`src/rtl/multi_voice_wave.sv`:
```
`default_nettype none
// ============================================================================
// Module      : multi_voice_wave
// Description : Time-multiplexed N-voice waveform generator. One shared voice
//               datapath is stepped once per voice after each sample_tick.
//               Each voice combines saw, triangle, pulse and noise
//               waveforms, with chained hard sync and ring modulation. The
//               voice contributions are summed, and the sum is saturated
//               into one signed mix sample per frame.
// Ports       : main_clk    - single clock, rising edge
//               reset       - synchronous, active-low
//               sample_tick - one-cycle frame strobe
//               cfg_we      - config write enable
//               cfg_voice   - voice index of the config write
//               cfg_addr    - 0 freq, 1 pulse_width, 2 control, 3 reserved
//               cfg_wdata   - config write data, LSB-aligned
//               mix_out     - signed saturated mix sample
//               mix_valid   - one-cycle pulse marking a new mix_out
//               busy        - frame in progress
//               overrun     - sticky; a tick arrived while busy
//               voice_msb   - accumulator MSB of each voice
// Revision    : 1.0 - initial release
// ============================================================================
module multi_voice_wave #(
    parameter int NUM_VOICES       = 3,
    parameter int FREQ_BITS        = 16,
    parameter int PULSEWIDTH_BITS  = 12,
    parameter int OUTPUT_BITS      = 12,
    parameter int ACCUMULATOR_BITS = 24,
    parameter int MIX_BITS         = 14
) (
    input  logic                          main_clk,
    input  logic                          reset,
    input  logic                          sample_tick,
    input  logic                          cfg_we,
    input  logic [$clog2(NUM_VOICES)-1:0] cfg_voice,
    input  logic [1:0]                    cfg_addr,
    input  logic [15:0]                   cfg_wdata,
    output logic signed [MIX_BITS-1:0]    mix_out,
    output logic                          mix_valid,
    output logic                          busy,
    output logic                          overrun,
    output logic [NUM_VOICES-1:0]         voice_msb
);

    localparam int c_VB = $clog2(NUM_VOICES);
    localparam int c_AW = ACCUMULATOR_BITS;
    localparam int c_OB = OUTPUT_BITS;
    localparam int c_SW = OUTPUT_BITS + c_VB + 1;

    localparam logic [22:0]     c_LFSR_SEED  = 23'h7FFFF8;
    localparam logic [c_VB-1:0] c_LAST_VOICE = c_VB'(NUM_VOICES - 1);
    localparam logic [c_VB:0]   c_NUM_VOICES = (c_VB + 1)'(NUM_VOICES);
    localparam logic [c_OB-1:0] c_SIGN_FLIP  = {1'b1, {(c_OB - 1){1'b0}}};

    localparam logic signed [31:0] c_MIX_MAX = (32'sd1 <<< (MIX_BITS - 1)) - 32'sd1;
    localparam logic signed [31:0] c_MIX_MIN = -(32'sd1 <<< (MIX_BITS - 1));

    // Control register bit positions
    localparam int c_CB_GATE  = 0;
    localparam int c_CB_SYNC  = 1;
    localparam int c_CB_RING  = 2;
    localparam int c_CB_TRI   = 3;
    localparam int c_CB_PULSE = 4;
    localparam int c_CB_SAW   = 5;
    localparam int c_CB_NOISE = 6;
    localparam int c_CB_TEST  = 7;

    // FSM encoding
    localparam logic [1:0] c_ST_IDLE = 2'd0;
    localparam logic [1:0] c_ST_STEP = 2'd1;
    localparam logic [1:0] c_ST_MIX  = 2'd2;

    // ------------------------------------------------------------------------
    // State
    // ------------------------------------------------------------------------
    logic [FREQ_BITS-1:0]       r_freq  [NUM_VOICES];
    logic [PULSEWIDTH_BITS-1:0] r_pw    [NUM_VOICES];
    logic [7:0]                 r_ctrl  [NUM_VOICES];
    logic [c_AW-1:0]            r_acc   [NUM_VOICES];
    logic [22:0]                r_lfsr  [NUM_VOICES];
    logic [NUM_VOICES-1:0]      r_msb_rose;
    logic signed [c_SW-1:0]     r_mix_acc;

    logic [1:0]      r_state;
    logic [c_VB-1:0] r_vidx;

    // FSM decode
    logic [1:0]      w_state_next;
    logic [c_VB-1:0] w_vidx_next;
    logic            w_frame_start;
    logic            w_step;
    logic            w_mix;

    // Voice datapath
    logic [c_VB-1:0]            w_src;
    logic [7:0]                 w_ctrl;
    logic [c_AW-1:0]            w_acc_old;
    logic [c_AW-1:0]            w_acc_new;
    logic [22:0]                w_lfsr_new;
    logic                       w_msb_rose_new;
    logic                       w_bit19_rose;
    logic                       w_fold;
    logic [c_OB-1:0]            w_saw;
    logic [c_OB-1:0]            w_tri;
    logic [c_OB-1:0]            w_pulse;
    logic [c_OB-1:0]            w_noise;
    logic [c_OB-1:0]            w_value;
    logic                       w_any_wave;
    logic [c_OB-1:0]            w_signed;
    logic signed [c_SW-1:0]     w_contrib;

    // Mix saturation
    logic signed [31:0]         w_sum_wide;
    logic signed [MIX_BITS-1:0] w_clamped;

    logic w_cfg_ok;
    logic w_unused;

    assign w_unused = &{1'b0, cfg_wdata};

    // ------------------------------------------------------------------------
    // Frame sequencer
    // ------------------------------------------------------------------------
    always_ff @(posedge main_clk) begin
        if (!reset) begin
            r_state <= c_ST_IDLE;
            r_vidx  <= '0;
        end else begin
            r_state <= w_state_next;
            r_vidx  <= w_vidx_next;
        end
    end

    always_comb begin
        w_state_next  = r_state;
        w_vidx_next   = r_vidx;
        w_frame_start = 1'b0;
        w_step        = 1'b0;
        w_mix         = 1'b0;
        busy          = 1'b0;
        case (r_state)
            c_ST_IDLE: begin
                if (sample_tick) begin
                    w_state_next  = c_ST_STEP;
                    w_vidx_next   = '0;
                    w_frame_start = 1'b1;
                end
            end
            c_ST_STEP: begin
                busy   = 1'b1;
                w_step = 1'b1;
                if (r_vidx == c_LAST_VOICE) begin
                    w_state_next = c_ST_MIX;
                    w_vidx_next  = '0;
                end else begin
                    w_vidx_next = r_vidx + c_VB'(1);
                end
            end
            c_ST_MIX: begin
                busy         = 1'b1;
                w_mix        = 1'b1;
                w_state_next = c_ST_IDLE;
            end
            default: begin
                w_state_next = c_ST_IDLE;
                w_vidx_next  = '0;
            end
        endcase
    end

    // ------------------------------------------------------------------------
    // Shared voice datapath, evaluated for voice r_vidx
    // ------------------------------------------------------------------------
    always_comb begin
        // Modulation source is the previous voice; voice 0 wraps to the last
        // voice, whose state is still from the previous frame at this point.
        w_src     = (r_vidx == '0) ? c_LAST_VOICE : r_vidx - c_VB'(1);
        w_ctrl    = r_ctrl[r_vidx];
        w_acc_old = r_acc[r_vidx];

        if (w_ctrl[c_CB_TEST]) begin
            w_acc_new = '0;
        end else if (w_ctrl[c_CB_SYNC] && r_msb_rose[w_src]) begin
            w_acc_new = '0;
        end else begin
            w_acc_new = w_acc_old + c_AW'(r_freq[r_vidx]);
        end

        w_msb_rose_new = !w_acc_old[c_AW-1] && w_acc_new[c_AW-1];
        w_bit19_rose   = !w_acc_old[19] && w_acc_new[19];

        if (w_ctrl[c_CB_TEST]) begin
            w_lfsr_new = c_LFSR_SEED;
        end else if (w_bit19_rose) begin
            w_lfsr_new = {r_lfsr[r_vidx][21:0], r_lfsr[r_vidx][22] ^ r_lfsr[r_vidx][17]};
        end else begin
            w_lfsr_new = r_lfsr[r_vidx];
        end

        w_saw   = w_acc_new[c_AW-1 -: c_OB];
        // Ring modulation swaps the fold source from a square to the XOR of
        // this voice's MSB with the source voice's current MSB.
        w_fold  = w_acc_new[c_AW-1] ^ (w_ctrl[c_CB_RING] & r_acc[w_src][c_AW-1]);
        w_tri   = w_fold ? ~w_acc_new[c_AW-2 -: c_OB] : w_acc_new[c_AW-2 -: c_OB];
        w_pulse = (w_acc_new[c_AW-1 -: PULSEWIDTH_BITS] >= r_pw[r_vidx]) ? '1 : '0;
        w_noise = w_lfsr_new[22 -: c_OB];

        w_value    = '1;
        w_any_wave = 1'b0;
        if (w_ctrl[c_CB_TRI]) begin
            w_value    = w_value & w_tri;
            w_any_wave = 1'b1;
        end
        if (w_ctrl[c_CB_PULSE]) begin
            w_value    = w_value & w_pulse;
            w_any_wave = 1'b1;
        end
        if (w_ctrl[c_CB_SAW]) begin
            w_value    = w_value & w_saw;
            w_any_wave = 1'b1;
        end
        if (w_ctrl[c_CB_NOISE]) begin
            w_value    = w_value & w_noise;
            w_any_wave = 1'b1;
        end
        if (!w_any_wave) begin
            w_value = '0;
        end

        // Offset-binary to two's complement by flipping the top bit
        w_signed = w_value ^ c_SIGN_FLIP;
        if (w_ctrl[c_CB_GATE]) begin
            w_contrib = {{(c_VB + 1){w_signed[c_OB-1]}}, w_signed};
        end else begin
            w_contrib = '0;
        end
    end

    // Saturate the frame sum into the mix output range
    always_comb begin
        w_sum_wide = 32'(r_mix_acc);
        if (w_sum_wide > c_MIX_MAX) begin
            w_clamped = c_MIX_MAX[MIX_BITS-1:0];
        end else if (w_sum_wide < c_MIX_MIN) begin
            w_clamped = c_MIX_MIN[MIX_BITS-1:0];
        end else begin
            w_clamped = w_sum_wide[MIX_BITS-1:0];
        end
    end

    assign w_cfg_ok = cfg_we && (cfg_addr != 2'd3) && ({1'b0, cfg_voice} < c_NUM_VOICES);

    // ------------------------------------------------------------------------
    // Config register file, voice state and mix registers
    // ------------------------------------------------------------------------
    always_ff @(posedge main_clk) begin
        if (!reset) begin
            for (int i = 0; i < NUM_VOICES; i++) begin
                r_freq[i] <= '0;
                r_pw[i]   <= '0;
                r_ctrl[i] <= '0;
                r_acc[i]  <= '0;
                r_lfsr[i] <= c_LFSR_SEED;
            end
            r_msb_rose <= '0;
            r_mix_acc  <= '0;
            mix_out    <= '0;
            mix_valid  <= 1'b0;
            overrun    <= 1'b0;
        end else begin
            // Config writes land at the clock edge, so a voice stepped in the
            // same cycle still sees its previous settings.
            if (w_cfg_ok) begin
                case (cfg_addr)
                    2'd0:    r_freq[cfg_voice] <= cfg_wdata[FREQ_BITS-1:0];
                    2'd1:    r_pw[cfg_voice]   <= cfg_wdata[PULSEWIDTH_BITS-1:0];
                    default: r_ctrl[cfg_voice] <= cfg_wdata[7:0];
                endcase
            end

            if (w_frame_start) begin
                r_mix_acc <= '0;
            end

            if (w_step) begin
                r_acc[r_vidx]      <= w_acc_new;
                r_lfsr[r_vidx]     <= w_lfsr_new;
                r_msb_rose[r_vidx] <= w_msb_rose_new;
                r_mix_acc          <= r_mix_acc + w_contrib;
            end

            mix_valid <= w_mix;
            if (w_mix) begin
                mix_out <= w_clamped;
            end

            if (sample_tick && busy) begin
                overrun <= 1'b1;
            end
        end
    end

    generate
        for (genvar g = 0; g < NUM_VOICES; g++) begin : g_voice_msb
            assign voice_msb[g] = r_acc[g][c_AW-1];
        end
    endgenerate

endmodule
`default_nettype wire

```
`config.mk`:
```
export PLATFORM = sky130hd
export DESIGN_NAME = multi_voice_wave
export DESIGN_NICKNAME = d
export VERILOG_FILES = /design/src/rtl/multi_voice_wave.sv
export SDC_FILE = /design/constraint.sdc
export NUM_CORES = 1
export LEC_CHECK = 0
export CAP_MARGIN = 15
export CORE_ASPECT_RATIO = 0.9
export CORE_MARGIN = 1
export CORE_UTILIZATION = 60
export CTS_CLUSTER_SIZE = 12
export DETAILED_ROUTE_END_ITERATION = 7
export PLACE_DENSITY = 0.78
export SLEW_MARGIN = 5
export SYNTH_ARGS = -nofsm -noshare
export SYNTH_HDL_FRONTEND = slang
export SYNTH_SLANG_ARGS = --single-unit
```
`constraint.sdc`:
```
create_clock -name main_clk -period 10.1 [get_ports main_clk]
set_input_delay 1.01 -clock main_clk [delete_from_list [all_inputs] [get_ports main_clk]]
set_output_delay 1.01 -clock main_clk [all_outputs]
set_load 0.05 [all_outputs]
```
==> summary.txt, run 1 <==
Run status
  • Outcome: complete, no violations

Final layout
  • Nets: 1517
  • Most frequent cells in the layout: 332 x edfxtp_1, 128 x nor2_1, 111 x and2_1
  • Layout Area Growth over Synthesis: 11.84%
  • Final Non-Filler Cells: 1871
  • Final Core Density: 68.17%
  • Commonest non-fill, non-tap cell in the layout: edfxtp_1
  • # diodes: 0
  • Layout cell share with drive strength beyond 1: between 10% and 20%

Synth
  • Avg Cell Area, Syn: 13.25 sq um
  • Mapped Area: between 15000 and 20000 sq um
  • Synthesis warning total: 0
  • Cell taking the most area after synthesis: edfxtp_1
  • Synth top area cells: edfxtp_1 55%, mux4_2 9.3%, dfxtp_1 4.4%
  • Synth Flop Type: edfxtp_1
  • Post-synth EDFFs: 332
  • Async S/R FF share, synth: 0%
  • Synthesized instance count: 1371
  • Register area share after synthesis: 59.29%
  • Yosys cell types: 69
  • Top-area cell type share of the netlist area: 54.88%
  • Synth Register Bits: approximately 370

Job
  • Max_cap viols: 0

Clocking
  • Post-CTS setup buffers: 0
  • CTS tree: yes
  • Num Clock Sinks: 372
  • Clk pin slew, worst setup/hold paths: around 70 ps
  • Max Root-Sink Buffers: 3
  • H-tree depth: 2
  • Cts hold-fix bufs: 0
  • Root Driver: clkbuf_16
  • Clock Latency Late Sink: 530 ps
  • Resize count post-CTS: 0
  • Num CTS Buffers: 40

Hold path
  • WHS Path Cells: 2
  • HP Start: r_msb_rose[2]$_SDFFE_PN0P_
  • Worst Hold Class: reg -> reg

Detailed routing
  • Routed WL per cell: 21.08 um
  • Detailed Route Iter0 Violations: 1198
  • DRT Pass-1 Iters: 8
  • Routed Antenna Nets: 0
  • Routed vias: 11350
  • DRC viols: 0
  • Total Wirelength: between 30000 and 40000 um
  • Vias/cell: between 6 and 7

Global route
  • First-pass GRT wire length: 61450 um
  • Grt ovf: 0
  • GRT busiest layer: met2
  • Met1 Use GR: 37.36%
  • Vias in the first global route: 11070
  • Met2 GRT Util: 42.26%
  • Initial antenna violation count: 1
  • GR Layer Usage met3: 3.914%
  • Global-route total usage across every layer: 26.26%
  • Largest net degree at the start of global routing: between 60 and 70

Critical path
  • CP Capture Type: register
  • Crit path DAT: 8760 ps
  • Worst Path Max Fanout: 42
  • Reg2Reg Depth: 33
  • Startpoint types: register
  • Slowest cell on crit path: dfxtp_4
  • CP max stage delay: 920 ps
  • Worst Path Required: 10510 ps
  • WS Path Type: reg -> reg

STA
  • Worst Tran Pin Value: 1181 ps
  • Rel. slew slack: 20.98%
  • TNS Setup: 0 ps
  • Worst setup margin: 1747 ps
  • Final setup violation count: 0
  • Fin. Hold Viols: 0
  • Slew Limit Fails: 0
  • Max Freq: 0.1197 GHz
  • Fin crit share: 82.70%
  • Clock skew: 16.85 ps
  • Unrepaired setup endpoints after global routing: no
  • Minimum clock period: between 8000 and 9000 ps

Placed design
  • Hpwl dp: 25120 um
  • Post-Place Cells: roughly 1800
  • Worst slack at placement: slightly below 2000 ps
  • Port Buffer Count: 43
  • Gp weighted congestion: 0.8816

Die
  • Die footprint: 30980 sq um
  • Standard-cell rows: 60
  • Die height: 167.1 um
  • Die width: 185.4 um
  • Core box area: 29800 sq um
  • Initial Util: 60.95%
  • I/O pin count: 44

Power and ir drop
  • Peak VDD IR: 0.0001806 V
  • Pwr/cell area: 188.2 nW/um^2
  • LEAKAGE: 7.108 nW
[layout make-up]
type,count,area (sq um)
fillers,2082,9487
clock buffers,55,1067
multi-input cells,904,7003
flip-flops and latches,372,10780
well taps,403,504.2
repair buffers,66,598.1
inverters,55,206.4
clock inverters,16,160.2
[registers in the layout, indices dropped and copies added, names as in the netlist, 2 cells and up, named ones only]
name,count
r_state,2
r_msb_rose,3
r_mix_acc,15
r_ctrl,32
r_vidx,2
r_freq,64
r_lfsr,92
r_acc,96
r_pw,48
mix_out,14
[through the flow]
stage               total power [mW]  hold slack [ps]  cell area [sq um]
detailed placement             2.450            464.1              19080
floorplan                      2.283            435.4              18300
global route                   3.954            527.7              20320
CTS                            3.830            481.7              20310
finish                         3.823            478.4              20320
global placement               2.434            453.1              19080
[worst max-delay path, delay by kind of cell (launching register included)]
kind | cells | cell delay [ps]
adder cells (fa/ha/maj) | 4 | 1100
flip-flops | 1 | 920
AO/OA/AOI/OAI | 15 | 2780
XOR/XNOR | 2 | 290
multiplexers | 1 | 600
buffers and inverters | 2 | 200
AND/OR/NAND/NOR | 9 | 2320
[power breakdown]
group          leakage [nW]  internal, mW  switching (mW)
clock                 0.595         0.815           0.576
sequential             3.32          1.75          0.0418
combinational          3.19         0.240           0.395
total                  7.11          2.81            1.01
[synth_stat cells, types with 3 or more instances]
library cell and n:
a211oi_1 7, a21o_1 14, a21oi_1 52, a221oi_1 6, a22oi_1 16, a31o_2 4, a31oi_1 8, a41oi_1 3
and2_1 111, and3_1 7, buf_1 6, buf_2 12, buf_4 3, clkbuf_1 52, dfxtp_1 40, edfxtp_1 332
ha_1 52, inv_1 54, mux2_2 7, mux2i_1 26, mux4_1 7, mux4_2 75, nand2_1 81, nand2b_1 10
nand3_1 66, nand4_1 7, nor2_1 128, nor2b_1 20, nor3_1 22, nor3_2 4, o211ai_1 5, o21ai_0 41
o21bai_1 3, or3_1 5, xnor2_1 26, xor2_1 18
[layer usage]
layer	up-vias	share of wire (%)	routed length, um
met5	-	0	0
met4	0	2.2	852
met3	65	7.4	2917
met2	431	49	19130
met1	5632	42	16540
li1	5224	-	-
[cell families after synthesis]
| family | after synthesis | synth area share, % |
|---|---|---|
| AO/OA/AOI/OAI | 181 | 6.516 |
| AND/OR/NAND/NOR | 474 | 13.11 |
| multiplexers | 115 | 12.18 |
| XOR/XNOR | 44 | 2.121 |
| adder cells (fa/ha/maj) | 54 | 3.802 |
| buffers and inverters | 130 | 2.962 |
| other | 1 | 0.02064 |
| flip-flops | 372 | 59.29 |
[worst paths after layout]
path | end | slack, ps
worst max register to register | r_mix_acc[13]$_SDFFE_PN0P_ | 1750
worst min-delay path | r_msb_rose[2]$_SDFFE_PN0P_ | 480
worst max-delay path | r_mix_acc[13]$_SDFFE_PN0P_ | 1750
worst min register to register | r_msb_rose[2]$_SDFFE_PN0P_ | 480
(Power assumes the default switching activity.)
==> run 2: changes to the inputs <==
==> constraint.sdc (replaced) <==
create_clock -name main_clk -period 8.4 [get_ports main_clk]
set_input_delay 0.84 -clock main_clk [delete_from_list [all_inputs] [get_ports main_clk]]
set_output_delay 0.84 -clock main_clk [all_outputs]
set_load 0.05 [all_outputs]
==> summary.txt, run 2 (same netlist as run 1, synthesis figures left out) <==
Die
  • Die height: 167.1 um (unchanged)
  • Initial Util: 60.95% (unchanged)
  • I/O pin count: 44 (unchanged)
  • Standard-cell rows: 60 (unchanged)
  • Die footprint: 30980 sq um (unchanged)
  • Core box area: 29800 sq um (unchanged)
  • Die width: 185.4 um (unchanged)

Detailed routing
  • DRC viols: 0 (unchanged)
  • Total Wirelength: 40480 um (+2.6%)
  • Routed vias: 11420 (+0.60%)
  • Routed Antenna Nets: 0 (unchanged)
  • Routed WL per cell: 21.58 um (+2.4%)
  • Vias/cell: 6.087 (+0.33%)
  • Detailed Route Iter0 Violations: 1069 (-11%)
  • DRT Pass-1 Iters: 8 (unchanged)

Clocking
  • Num Clock Sinks: 372 (unchanged)
  • Root Driver: clkbuf_16
  • Resize count post-CTS: 0 (unchanged)
  • Cts hold-fix bufs: 0 (unchanged)
  • Num CTS Buffers: 39 (-2.5%)
  • H-tree depth: 2 (unchanged)
  • CTS tree: yes
  • Max Root-Sink Buffers: 3 (unchanged)
  • Post-CTS setup buffers: 0 (unchanged)
  • Clock Latency Late Sink: 540 ps (about the same)
  • Clk pin slew, worst setup/hold paths: 60 ps (about the same)

STA
  • Worst Tran Pin Value: 1040 ps (-141.3 ps)
  • Unrepaired setup endpoints after global routing: no
  • TNS Setup: 0 ps (unchanged)
  • Max Freq: 0.1272 GHz (+6.2%)
  • Slew Limit Fails: 0 (unchanged)
  • Rel. slew slack: 30.69% (+9.7 points)
  • Clock skew: 24.99 ps (+8.133 ps)
  • Final setup violation count: 0 (unchanged)
  • Fin. Hold Viols: 0 (unchanged)
  • Fin crit share: 93.63% (+11 points)
  • Minimum clock period: 7865 ps (-488.4 ps)
  • Worst setup margin: 535.4 ps (-1212 ps)

Global route
  • Vias in the first global route: 11280 (+1.9%)
  • Met2 GRT Util: 43.10% (+0.85 points)
  • GR Layer Usage met3: 4.855% (+0.94 points)
  • Initial antenna violation count: 0 (-1)
  • First-pass GRT wire length: 63000 um (+2.5%)
  • GRT busiest layer: met2
  • Grt ovf: 0 (unchanged)
  • Met1 Use GR: 38.21% (+0.85 points)
  • Global-route total usage across every layer: 26.97% (+0.71 points)
  • Largest net degree at the start of global routing: 67 (-1.5%)

Critical path
  • Worst Path Required: 8860 ps (-1650 ps)
  • Startpoint types: register
  • CP Capture Type: register
  • Slowest cell on crit path: dfxtp_4
  • CP max stage delay: 740 ps (-180 ps)
  • WS Path Type: reg -> reg
  • Crit path DAT: 8320 ps (-440 ps)
  • Worst Path Max Fanout: 40 (-4.8%)

Final layout
  • Nets: 1526 (+0.59%)
  • Layout Area Growth over Synthesis: 12.17%
  • Most flop-heavy register: r_acc
  • Final Core Density: 68.37% (+0.20 points)
  • Largest regs: r_acc (96), r_lfsr (92), r_freq (64)
  • Number of flip-flops under the largest register name: 96 (unchanged)
  • Layout cell share with drive strength beyond 1: 12.90% (+0.57 points)
  • Commonest non-fill, non-tap cell in the layout: edfxtp_1
  • Fill count: 2067 (-0.72%)
  • Finished Cell Area: 20380 sq um (+0.30%)
  • Most frequent cells in the layout: 332 x edfxtp_1, 128 x nor2_1, 111 x and2_1
  • # diodes: 0 (unchanged)

Placed design
  • Hpwl dp: 25570 um (+1.8%)
  • Worst slack at placement: 615.1 ps (-1315 ps)
  • Port Buffer Count: 43 (unchanged)
  • DP Area: 19170 sq um (+0.45%)
  • Gp weighted congestion: 0.8655 (-1.8%)

Power and ir drop
  • Total chip power: 4.562 mW (+19%)
  • LEAKAGE: 7.142 nW (+0.48%)
  • Pwr/cell area: 223.9 nW/um^2 (+19%)
  • Peak VDD IR: 0.0001749 V (-3.2%)

Job
  • Max_cap viols: 0 (unchanged)

Run status
  • Outcome: complete, no violations

Hold path
  • Worst Hold Class: reg -> reg
==> run 2: final timing paths <==
kind / cells after the start / start / slack [ps] / to
setup / recovery: 35 / register / 540 / r_mix_acc[14]$_SDFFE_PN0P_
hold / removal: 2 / overrun$_SDFFE_PN0P_ / 490 / overrun$_SDFFE_PN0P_
setup reg to reg: 35 / register / 540 / r_mix_acc[14]$_SDFFE_PN0P_
hold reg to reg: 2 / overrun$_SDFFE_PN0P_ / 490 / overrun$_SDFFE_PN0P_
==> run 2: critical path: cells and delay by family (launching register included) <==
family / cells / cell delay [ps]
AO/OA/AOI/OAI: 14 / 2660
XOR/XNOR: 1 / 150
adder cells (fa/ha/maj): 5 / 1470
buffers and inverters: 3 / 400
flip-flops: 1 / 740
multiplexers: 2 / 510
AND/OR/NAND/NOR: 10 / 1790
==> run 2: layout make-up <==
class	instances	area [sq um]	share of cell area [%]
multi-input combinational	904	7008	34.39
inverter	55	206.4	1.013
timing repair buffer	76	703.2	3.451
tap	403	504.2	2.475
clock inverter	11	121.4	0.5956
sequential	372	10780	52.89
clock buffer	55	1056	5.182
==> run 2: power by group <==
group / internal (mW) / total, mW / switching (mW)
Sequential: 2.11 / 2.15 / 0.0434
Clock: 0.936 / 1.61 / 0.677
Combinational: 0.300 / 0.795 / 0.494
==> run 2: layer usage <==
layer | part of all wire, % | vias up
li1 | - | 5242
met1 | 41 | 5633
met2 | 49 | 471
met3 | 8.3 | 74
met4 | 2.1 | 0
met5 | 0 | -
==> run 2: per-stage QoR <==
step	cells	hold slack, ps
after floorplan	1406	435.4
after global placement	1808	451.3
after detailed placement	1808	469.2
after CTS	1874	487.0
after global routing	1876	525.7
final	1876	493.4
==> run 3: changes to the inputs <==
--- a/config.mk
+++ b/config.mk
@@ -9,8 +9,8 @@
 export CORE_ASPECT_RATIO = 0.9
 export CORE_MARGIN = 1
 export CORE_UTILIZATION = 60
-export CTS_CLUSTER_SIZE = 12
 export DETAILED_ROUTE_END_ITERATION = 7
+export GPL_TIMING_DRIVEN = 0
 export PLACE_DENSITY = 0.78
 export SLEW_MARGIN = 5
 export SYNTH_ARGS = -nofsm -noshare
==> constraint.sdc (replaced) <==
create_clock -name main_clk -period 8.4 [get_ports main_clk]
set_input_delay 1.26 -clock main_clk [delete_from_list [all_inputs] [get_ports main_clk]]
set_output_delay 1.26 -clock main_clk [all_outputs]
set_load 0.05 [all_outputs]
==> summary.txt, run 3 (same netlist as run 1, synthesis figures left out) <==
Run status
  • Outcome: complete, no violations

Power and ir drop
  • Net Sw Frac: 27.65% (+1.0 points)
  • Peak VDD IR: 0.0001706 V (-2.4%)
  • Pint: 3.335 mW (-0.36%)
  • Reg power frac: 46.4% (-0.8 points)
  • Clock share of power: 35.5% (about the same)
  • Comb pwr share: 18.2% (+0.8 points)
  • LEAKAGE: 7.246 nW (+1.5%)
  • Pwr/cell area: 222.4 nW/um^2 (-0.67%)
  • NetSw: 1.274 mW (+4.9%)

Final layout
  • Number of flip-flops under the largest register name: 96 (unchanged)
  • Most flop-heavy register: r_acc
  • Nets: 1576 (+3.3%)
  • Commonest non-fill, non-tap cell in the layout: edfxtp_1
  • # diodes: 0 (unchanged)
  • Largest regs: r_acc (96), r_lfsr (92), r_freq (64)
  • Layout Area Growth over Synthesis: 14.11%
  • Most frequent cells in the layout: 332 x edfxtp_1, 128 x nor2_1, 111 x and2_1
  • Layout cell share with drive strength beyond 1: 13.89% (+0.99 points)

STA
  • Fin crit share: 95.38% (+1.8 points)
  • WHS: 486.9 ps (-6.490 ps)
  • Final setup violation count: 0 (unchanged)
  • Rel. slew slack: 29.34% (-1.3 points)
  • TNS Setup: 0 ps (unchanged)
  • Worst setup margin: 387.9 ps (-147.5 ps)
  • Fin. Hold Viols: 0 (unchanged)
  • Worst Tran Pin Value: 1052 ps (+12.12 ps)
  • Minimum clock period: 8012 ps (+147.5 ps)
  • Max Freq: 0.1248 GHz (-1.8%)
  • Clock skew: 26.59 ps (+1.601 ps)
  • Slew Limit Fails: 0 (unchanged)

Clocking
  • Root Driver: clkbuf_16
  • Num Clock Sinks: 372 (unchanged)
  • Clk pin slew, worst setup/hold paths: 70 ps (about the same)
  • CTS tree: yes
  • H-tree depth: 2 (unchanged)
  • Max Root-Sink Buffers: 3 (unchanged)
  • Num CTS Buffers: 38 (-2.6%)
  • Clock Latency Late Sink: 540 ps (about the same)

Critical path
  • Crit path DAT: 8490 ps (+170 ps)
  • Worst Path Max Fanout: 19 (-53%)
  • R2R Setup Slk: 390 ps (-150 ps)
  • Reg2Reg Depth: 36 (+2.9%)
  • Slowest cell on crit path: mux4_2
  • Worst Path Required: 8880 ps (+20 ps)
  • Startpoint types: register
  • CP max stage delay: 590 ps (-150 ps)
  • WS Path Type: reg -> reg
  • Critical R2R Capture: r_mix_acc[14]$_SDFFE_PN0P_
  • CP Capture Type: register

Die
  • Core box area: 29800 sq um (unchanged)
  • Die footprint: 30980 sq um (unchanged)
  • Standard-cell rows: 60 (unchanged)
  • Die width: 185.4 um (unchanged)
  • Initial Util: 60.95% (unchanged)
  • Die height: 167.1 um (unchanged)
  • I/O pin count: 44 (unchanged)

Placed design
  • Worst slack at placement: -1989 ps (-2604 ps)
  • Port Buffer Count: 43 (unchanged)
  • Hpwl dp: 29430 um (+15%)
  • Gp weighted congestion: 0.8888 (+2.7%)

Hold path
  • HP Start: r_msb_rose[2]$_SDFFE_PN0P_
  • Worst Hold Class: reg -> reg
  • WHS Path Cells: 2 (unchanged)
  • Hold endpoint: r_msb_rose[2]$_SDFFE_PN0P_

Detailed routing
  • Routed WL per cell: 21.88 um (+1.4%)
  • DRC viols: 0 (unchanged)
  • Detailed Route Iter0 Violations: 1275 (+19%)
  • Total Wirelength: 42210 um (+4.3%)
  • Routed Antenna Nets: 0 (unchanged)
  • Vias/cell: 6.122 (+0.57%)
  • DRT Pass-1 Iters: 5 (-3)
  • Routed vias: 11810 (+3.4%)

Global route
  • Largest net degree at the start of global routing: 33 (-51%)
  • Vias in the first global route: 11550 (+2.4%)
  • Global-route total usage across every layer: 27.84% (+0.87 points)
  • Grt ovf: 0 (unchanged)
  • Initial antenna violation count: 0 (unchanged)
  • First-pass GRT wire length: 64690 um (+2.7%)

Job
  • Max_cap viols: 0 (unchanged)
-- run 3: cell types whose count changed in the layout (fill, tap and decap cells not counted), sizes merged, moves of 3 or more --
cell / delta
clkbuf: +40
inv: +3
clkinvlp: +5
clkinv: +4
-- run 3: worst max-delay path, delay by kind of cell, from the launching register on --
family | cells | cell delay (ps)
multiplexers | 2 | 670
flip-flops | 1 | 340
AO/OA/AOI/OAI | 18 | 3720
adder cells (fa/ha/maj) | 4 | 1280
buffers and inverters | 6 | 1100
AND/OR/NAND/NOR | 5 | 590
XOR/XNOR | 1 | 220
-- run 3: through the flow --
| step | area (sq um) | instances | util (%) | power [mW] |
|---|---|---|---|---|
| after floorplan | 18300 | 1406 | - | 2.745 |
| after global placement | 19230 | 1852 | 64.53 | 2.948 |
| after detailed placement | 19380 | 1862 | 65.03 | 2.978 |
| after CTS | 20640 | 1926 | 69.26 | 4.600 |
| after global routing | 20730 | 1929 | 69.55 | 4.766 |
| final | 20730 | 1929 | 69.55 | 4.609 |
-- run 3: metal layers --
metal | wire, um | up-vias | global-route usage [%]
met4 | 969 | 0 | 7.438
met3 | 3050 | 81 | 3.346
met1 | 18310 | 5910 | 41.51
met2 | 19880 | 472 | 43.64
li1 | - | 5346 | -
met5 | 0 | - | 0
-- run 3: final cells by class --
type | instances | area (sq um)
Tap cell | 403 | 504.2
Buffer | 70 | 384.1
Sequential cell | 372 | 10770
Timing Repair Buffer | 57 | 594.3
Fill cell | 2073 | 9075
Multi-Input combinational cell | 904 | 7071
Clock inverter | 22 | 165.2
Inverter | 55 | 206.4
Clock buffer | 46 | 1032
-- run 3: worst max path at each step --
stage	depth (start not counted)	from	endpoint	slack, ps
2_1_floorplan	39	register	r_mix_acc[14]$_SDFFE_PN0P_	340
3_3_place_gp	39	register	r_mix_acc[13]$_SDFFE_PN0P_	-1940
3_5_place_dp	36	register	r_mix_acc[13]$_SDFFE_PN0P_	-1990
4_1_cts	34	register	r_mix_acc[13]$_SDFFE_PN0P_	20
5_1_grt	38	register	r_mix_acc[14]$_SDFFE_PN0P_	-3
6_report	36	register	r_mix_acc[14]$_SDFFE_PN0P_	390
-- run 3: power groups by stage --
| stage | clock network [mW] | registers [mW] | logic, mW |
|---|---|---|---|
| floorplan | 0 | 2.17 | 0.576 |
| global placement | 0 | 2.18 | 0.773 |
| detailed placement | 0 | 2.18 | 0.802 |
| CTS | 1.65 | 2.14 | 0.818 |
| global route | 1.72 | 2.14 | 0.905 |
| finish | 1.64 | 2.14 | 0.837 |
-- run 3: timing repair --
item / in CTS / in global routing
pin swaps: 0 / 2
hold buffers: 0 / 0
setup endpoints to repair: 15 / 6
resized for setup: 25 / 15
endpoints found under the hold margin: 0 / 0
setup buffers: 0 / 4
